### src/rtl/sync_fetch_ncl.sv
// Clocked instruction-fetch stage feeding the NCL controller stage.
// Reads one 8-bit instruction per fetch from a synchronous memory and presents it
// as a dual-rail word with a four-phase return-to-NULL handshake. The handshake
// is paced by the controller's asynchronous acknowledge, synchronised locally.
//
// Ports:
//   clk, rst        clock and synchronous active-high reset
//   en              fetch enable (sampled in IDLE only)
//   pc_load(_val)   load program counter (honoured in IDLE only, beats en)
//   imem_addr/rd    memory address (= pc) and one-cycle read strobe
//   imem_data       memory read data, valid the cycle after imem_rd
//   instruction     16-bit dual-rail word: bit k -> [2k+1] true rail, [2k] false rail
//   ack_pos         asynchronous acknowledge from the controller stage
//   pc              current program counter
//   busy            high in every state except IDLE
//   proto_err       sticky handshake-violation flag
//
// SYNC_STAGES must be at least 2.
module sync_fetch_ncl #(
    parameter int unsigned            ADDR_W      = 8,
    parameter logic [ADDR_W-1:0]      RESET_PC    = '0,
    parameter int unsigned            SYNC_STAGES = 2
) (
    input  logic              clk,
    input  logic              rst,
    input  logic              en,
    input  logic              pc_load,
    input  logic [ADDR_W-1:0] pc_load_val,
    output logic [ADDR_W-1:0] imem_addr,
    output logic              imem_rd,
    input  logic [7:0]        imem_data,
    output logic [15:0]       instruction,
    input  logic              ack_pos,
    output logic [ADDR_W-1:0] pc,
    output logic              busy,
    output logic              proto_err
);

    localparam int unsigned DATA_W = 8;
    localparam int unsigned INSN_W = 2 * DATA_W;
    localparam int unsigned WIN_W  = $clog2(SYNC_STAGES + 2);

    typedef enum logic [2:0] {
        S_IDLE,
        S_READ,
        S_CAPT,
        S_DATA,
        S_NULLW
    } state_e;

    state_e                   state_q, state_d;
    logic [ADDR_W-1:0]        pc_q, pc_d;
    logic [INSN_W-1:0]        insn_q, insn_d;
    logic                     rd_q, rd_d;
    logic                     busy_q, busy_d;
    logic                     perr_q, perr_d;
    logic [SYNC_STAGES-1:0]   sync_q, sync_d;
    logic                     ack_s_q;
    logic [WIN_W-1:0]         win_q, win_d;
    logic                     ack_s;
    logic                     ack_rise;

    // One rail of each pair high: true rail carries the bit, false rail its inverse.
    function automatic logic [INSN_W-1:0] encode(input logic [DATA_W-1:0] d);
        logic [INSN_W-1:0] w;
        w = '0;
        for (int k = 0; k < DATA_W; k++) begin
            w[2*k+1] = d[k];
            w[2*k]   = ~d[k];
        end
        return w;
    endfunction

    // Acknowledge synchroniser; only the last stage is used by the FSM.
    assign sync_d   = {sync_q[SYNC_STAGES-2:0], ack_pos};
    assign ack_s    = sync_q[SYNC_STAGES-1];
    assign ack_rise = ack_s & ~ack_s_q;

    // State and datapath registers.
    always_ff @(posedge clk) begin
        if (rst) begin
            state_q <= S_IDLE;
            pc_q    <= RESET_PC;
            insn_q  <= '0;
            rd_q    <= 1'b0;
            busy_q  <= 1'b0;
            perr_q  <= 1'b0;
            sync_q  <= '0;
            ack_s_q <= 1'b0;
            win_q   <= WIN_W'(SYNC_STAGES + 1);
        end else begin
            state_q <= state_d;
            pc_q    <= pc_d;
            insn_q  <= insn_d;
            rd_q    <= rd_d;
            busy_q  <= busy_d;
            perr_q  <= perr_d;
            sync_q  <= sync_d;
            ack_s_q <= ack_s;
            win_q   <= win_d;
        end
    end

    // Next-state and registered-output logic.
    always_comb begin
        state_d = state_q;
        pc_d    = pc_q;
        insn_d  = insn_q;
        perr_d  = perr_q;
        // Post-reset window in which a stale acknowledge may still surface.
        win_d   = (win_q != '0) ? win_q - WIN_W'(1) : win_q;

        unique case (state_q)
            S_IDLE: begin
                insn_d = '0;
                if (pc_load) begin
                    pc_d = pc_load_val;
                end else if (en && !ack_s) begin
                    state_d = S_READ;
                end
                // No word is outstanding here, so a new acknowledge is a violation.
                if (ack_rise && (win_q == '0)) begin
                    perr_d = 1'b1;
                end
            end
            S_READ: begin
                state_d = S_CAPT;
                if (ack_rise) begin
                    perr_d = 1'b1;
                end
            end
            S_CAPT: begin
                insn_d  = encode(imem_data);
                state_d = S_DATA;
                if (ack_rise) begin
                    perr_d = 1'b1;
                end
            end
            S_DATA: begin
                if (ack_s) begin
                    insn_d  = '0;
                    pc_d    = pc_q + ADDR_W'(1);
                    state_d = S_NULLW;
                end
            end
            S_NULLW: begin
                insn_d = '0;
                if (!ack_s) begin
                    state_d = S_IDLE;
                end
            end
            default: begin
                insn_d  = '0;
                state_d = S_IDLE;
            end
        endcase

        // Strobe and busy follow the state being entered so they line up with it.
        rd_d   = (state_d == S_READ);
        busy_d = (state_d != S_IDLE);
    end

    assign imem_addr   = pc_q;
    assign pc          = pc_q;
    assign imem_rd     = rd_q;
    assign instruction = insn_q;
    assign busy        = busy_q;
    assign proto_err   = perr_q;

endmodule
### config.mk
export PLATFORM = sky130hd
export DESIGN_NAME = sync_fetch_ncl
export DESIGN_NICKNAME = d
export VERILOG_FILES = /design/src/rtl/sync_fetch_ncl.sv
export SDC_FILE = /design/constraint.sdc
export NUM_CORES = 1
export LEC_CHECK = 0
export BUFFER_PORTS_ARGS = -buffer_cell sky130_fd_sc_hd__buf_2
export CORE_MARGIN = 2
export CORE_UTILIZATION = 50
export DETAILED_ROUTE_END_ITERATION = 10
export PLACE_DENSITY = 0.89
export SYNTH_ARGS = -nofsm -noshare
export SYNTH_HDL_FRONTEND = slang
export SYNTH_SLANG_ARGS = --single-unit
### constraint.sdc
create_clock -name clk -period 3.7 [get_ports clk]
set_input_delay 0.37 -clock clk [delete_from_list [all_inputs] [get_ports clk]]
set_output_delay 0.37 -clock clk [all_outputs]
set_load 0.005 [all_outputs]
### Word-level counts from Yosys, hierarchy flattened

Index checks and enable logic that the tools add are counted.

| word-level totals | value |
|---|---|
| register bits after elaboration | 35 |
| input bits | 21 |
| output and inout port bits | 35 |
| word-level logic and storage cells | 57 |

| operators by class | value |
|---|---|
| add/sub/neg operators | 2 |
| equality and inequality tests | 9 |
| muxes and demuxes | 13 |
| bitwise gates (word level) | 11 |
| reductions and logical operators | 13 |

Operator list:

| operator | count |
|---|---|
| one-hot mux 16 bit (3 select lines) | 1 |
| 2-to-1 mux 16 bit | 1 |
| 2-to-1 mux 8 bit | 2 |
| one-hot mux 8 bit (2 select lines) | 1 |
| one-hot mux 3 bit (5 select lines) | 1 |
| 2-to-1 mux 3 bit | 4 |
| NOT 1 bit | 10 |
| adder 8 x 1 -> 8 bit (second input constant) | 1 |
| equality test 3 x 1 -> 1 bit (second input constant) | 2 |
| equality test 3 x 2 -> 1 bit (second input constant) | 2 |
| inequality test 2 bit (second input constant) | 3 |
| AND reduction 3 bit | 2 |
| nonzero test 2 bit | 3 |
| equality test 3 bit (second input constant) | 1 |
| zero test 3 bit | 1 |
| nonzero test 3 bit | 1 |
| logical AND 1 bit | 2 |
| zero test 2 bit | 1 |
| 2-to-1 mux 1 bit | 2 |
| inequality test 2 x 1 -> 1 bit (second input constant) | 1 |
| one-hot mux 1 bit (2 select lines) | 1 |
| AND reduction 2 bit | 1 |
| OR reduction 2 bit | 1 |
| subtractor 2 x 1 -> 2 bit (second input constant) | 1 |
| 2 further kinds | 2 |

### Longest topological paths before layout

| depth | value |
|---|---|
| word-level depth | 6 |
| gate-level depth with buffers | 6 |
| depth with buffers taken out | 5 |

### Least setup slack after synthesis

No wires, ideal clock.

| timing path | value |
|---|---|
| path type | flip-flop to flip-flop |
| start point | register pc_q[0], in the netlist imem_addr[0] |
| end point | register pc_q[4], in the netlist imem_addr[4] |
| library setup time | 0.132 ns |
| arrival | 1.177 ns |
| data required time | 3.568 ns |
| slack | 2.391 ns |
| stages on the path, launching flop included | 6 |
| buffers on the path | 0 |
| clock period less this slack | 1.309 ns |
| cell sequence | dfxtp_1 -> ha_1 -> and4_1 -> nor2_1 -> a211oi_1 -> nor3_1 |

| on the way | value |
|---|---|
| cells in the longest elaborated chain, start to end | 3 |

Ends and longest elaborated chain:

| element | RTL line | RTL |
|---|---|---|
| start: declaration | 52 | `logic [ADDR_W-1:0] pc_q, pc_d;` |
| start signal: assignment | 93 | `pc_q <= pc_d;` |
| adder 8 x 1 -> 8 bit | 142 | `pc_d = pc_q + ADDR_W'(1);` |
| 2-to-1 mux 8 bit | 140 | `if (ack_s) begin` |
| one-hot mux 8 bit (2 select lines) | 113 | `unique case (state_q)` |

No other way between the ends. The select of a mux whose other input is x is not followed.
A chain may end at the register's enable or synchronous reset.

### Worst setup path after layout

| timing path | value |
|---|---|
| start point | register state_q[0] |
| end point | register insn_q[1], in the netlist instruction[1] |

| on the way | value |
|---|---|
| cells in the longest elaborated chain, start to end | 3 |
| elaborated cells between the ends (all ways) | 7 |
| classes of those cells | 4 x eq/ne; 1 x mux; 1 x bitwise; 1 x reduce/logical |

Ends and longest elaborated chain:

| element | RTL line | RTL |
|---|---|---|
| start: declaration | 51 | `state_e state_q, state_d;` |
| start signal: assignment | 92 | `state_q <= state_d;` |
| equality test 3 x 2 -> 1 bit / equality test 3 x 1 -> 1 bit (equally long branches) | 113 |  |
| inequality test 2 bit (no source line) / NOT 1 bit (equally long branches) | - |  |
| AND reduction 2 bit (no source line) | - |  |
| end signal: assignment | 94 | `insn_q <= insn_d;` |
| end: declaration | 53 | `logic [INSN_W-1:0] insn_q, insn_d;` |

Parallel ways exist; a longest one is shown, timed or not.

==> impl_metrics.tcl <==
set metrics [dict create \
    run_status "finished, final reports clean" \
    crit_type "reg -> reg" \
    cts.sinks 35 \
    drt_iter0_drc 71 \
    clock_skew_ns 0.00829 \
    coreArea_um2 3030 \
    fmax_mhz 608 \
    drtPass1Iterations 4 \
    synth_area_leaders "dfxtp_1 (44%), nor2_1 (7.6%), a21oi_1 (5.4%)" \
    tns_ns 0 \
    ff_latch_area_um2 701 \
    track_usage_pct 18.8 \
    crit_family "compound AO/OA/AOI/OAI gates" \
    num_vias 1363 \
    syn_inst 179 \
    fillers 277 \
    areaGrowthSynthToFinish_pct 16.7 \
    rsz0062_at_grt "false" \
    yosysTopAreaCellShare_pct 44.4 \
    die_w_um 60.2 \
    portBuffers 55 \
    wl_um 3140 \
    yosysWarnings 0 \
    tightest_slew_ns 0.644 \
    fin_crit_ns 1.65 \
    finalCritPeriodShare_pct 44.5 \
    synth_flop_cell "dfxtp_1" \
    synth-edff-count 0 \
    drive_above_1_share_pct 32.6 \
    slew_headroom_pct 56.9 \
    grt-ovfl-total 0 \
    synth_fp_nets 202 \
    worstSkewPairLatency_ns 0.33 \
    fp.dieArea_um2 3620 \
    hp-class "in -> reg" \
    synth_top_area_cell "dfxtp_1" \
    cts_tree "done" \
    ys_seq_area_share_pct 44.4 \
    vias_per_cell 5.09 \
    num_antenna_cells 0 \
    fp.dieH_um 60.2 \
    grt_max_degree 36 \
    synth_cell_types 43 \
    clk_pin_slew_ns 0.10 \
    postSynthAreaPerCell_um2 8.81 \
    multi_input_area_um2 734 \
    drv_cap 0 \
    utilization_pct 60.8 \
    setup_violations 0 \
    antenna_found_initial 0 \
    drc 0 \
    worstPathArrival_ns 1.92 \
    grt_pass1_wl_um 5140 \
    postCtsSetupRepairBufs 0 \
    finalHoldViolations 0 \
    cts_resized 0 \
    ys_ff_latch 35 \
    layout_common_cells "buf_2 (55), dfxtp_1 (35), nor2_1 (32)" \
    rows 20 \
    final_common_cell "buf_2" \
    powerDensity_nw_per_um2 403 \
    async_flop_share_pct 0 \
    nets 246 \
    ant_nets 0 \
    ios 56 \
    cp_slowest_cell "dfxtp_1" \
    grt_pass1_vias 1197 \
    path_cells "inv_2 > a211oi_4 > a22oi_1 > nor2_1" \
    cp_num_buf_inv 1 \
    report.final.slew_viol_count 0 \
    dp_hpwl_um 2220 \
    peakVddDrop_mv 0.356 \
    cts_buffers 5 \
    cp_max_fo 16 \
    cts_root_buf "clkbuf_4" \
    critPathCaptureType "flop" \
    cts_hold_buffers 0 \
    power.leakage_nw 0.855 \
    cp_slowest_stage_delay_ns 0.59 \
    wl_per_cell_um 11.7 \
    start_util_pct 52.1 \
    worstSetupStartpointType "flop" \
    routabilityCongestion 0.754 \
    clk_path_buf_depth 2 \
    cts.htree.levels 2 \
    synth_area_um2 1580 \
    cp.required_ns 3.97 \
]
## worst paths after layout
kind                                             from                          end  slack, ns  cells after the start
worst max-delay path            state_q[0]$_SDFF_PP0_  instruction[1]$_SDFFE_PP0P_       2.05                      4
worst min-delay path                          ack_pos         sync_q[0]$_SDFF_PP0_       0.24                      2
worst max register to register  state_q[0]$_SDFF_PP0_  instruction[1]$_SDFFE_PP0P_       2.05                      4
worst min register to register   sync_q[0]$_SDFF_PP0_         sync_q[1]$_SDFF_PP0_       0.45                      1
## registers in the layout (all words and copies together), names as in the netlist
signal / cells
state_q: 3
ack_s_q: 1
proto_err: 1
imem_addr: 8
busy: 1
sync_q: 2
instruction: 16
imem_rd: 1
win_q: 2
## power by group
part	total, mW	leakage, nW	internal [mW]	switching [mW]
clock	0.198	0.0282	0.0733	0.125
sequential	0.424	0.286	0.400	0.0237
combinational	0.121	0.541	0.0584	0.0621
total	0.742	0.855	0.532	0.210
## cell usage after synthesis, types with 2 or more instances
| library cell | instances |
|---|---|
| a21oi_1 | 17 |
| a22oi_1 | 8 |
| and3_1 | 2 |
| and4_1 | 2 |
| buf_2 | 3 |
| buf_4 | 9 |
| buf_6 | 2 |
| clkbuf_1 | 4 |
| dfxtp_1 | 35 |
| ha_1 | 2 |
| inv_1 | 5 |
| nand2_1 | 10 |
| nand2b_1 | 3 |
| nand3_1 | 2 |
| nor2_1 | 32 |
| nor2b_1 | 4 |
| nor3_1 | 3 |
| nor3b_1 | 2 |
| nor3b_2 | 2 |
| nor4_1 | 2 |
| o21ai_0 | 4 |
| o31a_1 | 2 |
| o32ai_1 | 3 |
| or2_2 | 2 |
## layout make-up
cell class | instances | share of cell area (%)
clock buffer | 6 | 2.24
clock inverter | 2 | 0.679
inverter | 6 | 1.22
multi-input combinational | 120 | 39.9
sequential | 35 | 38.0
tap | 44 | 2.99
timing repair buffer | 55 | 14.9
## per-layer routing
metal / vias to the layer above / GRT usage (%) / share of wire (%)
met1: 625 / 24.5 / 46
met3: 6 / 5.19 / 4.4
met5: - / 0 / 0
li1: 703 / - / -
met4: 0 / 7.62 / 1.5
met2: 29 / 29.2 / 48
## through the flow
step           cells  power [mW]  setup slack, ns  hold WS (ns)  cell area, um2
4_1_cts          268       0.749             2.06         0.228            1840
5_1_grt          268       0.780             1.93         0.234            1840
3_3_place_gp     260       0.549             2.10         0.422            1790
2_1_floorplan    179       0.519             2.39         0.414            1580
3_5_place_dp     260       0.554             2.07         0.431            1790
6_report         268       0.742             2.05         0.237            1840
## kinds of logic (layout without fill, tap and decap cells)
group	Yosys count	in the layout	synth area share, %
AND/OR/NAND/NOR	71	71	23.0
buffers and inverters	24	69	9.04
XOR/XNOR	1	1	0.555
AO/OA/AOI/OAI	45	45	20.8
flip-flops	35	35	44.4
multiplexers	1	1	0.634
adder cells (fa/ha/maj)	2	2	1.59
No activity file was read; power rests on OpenSTA's default activity.
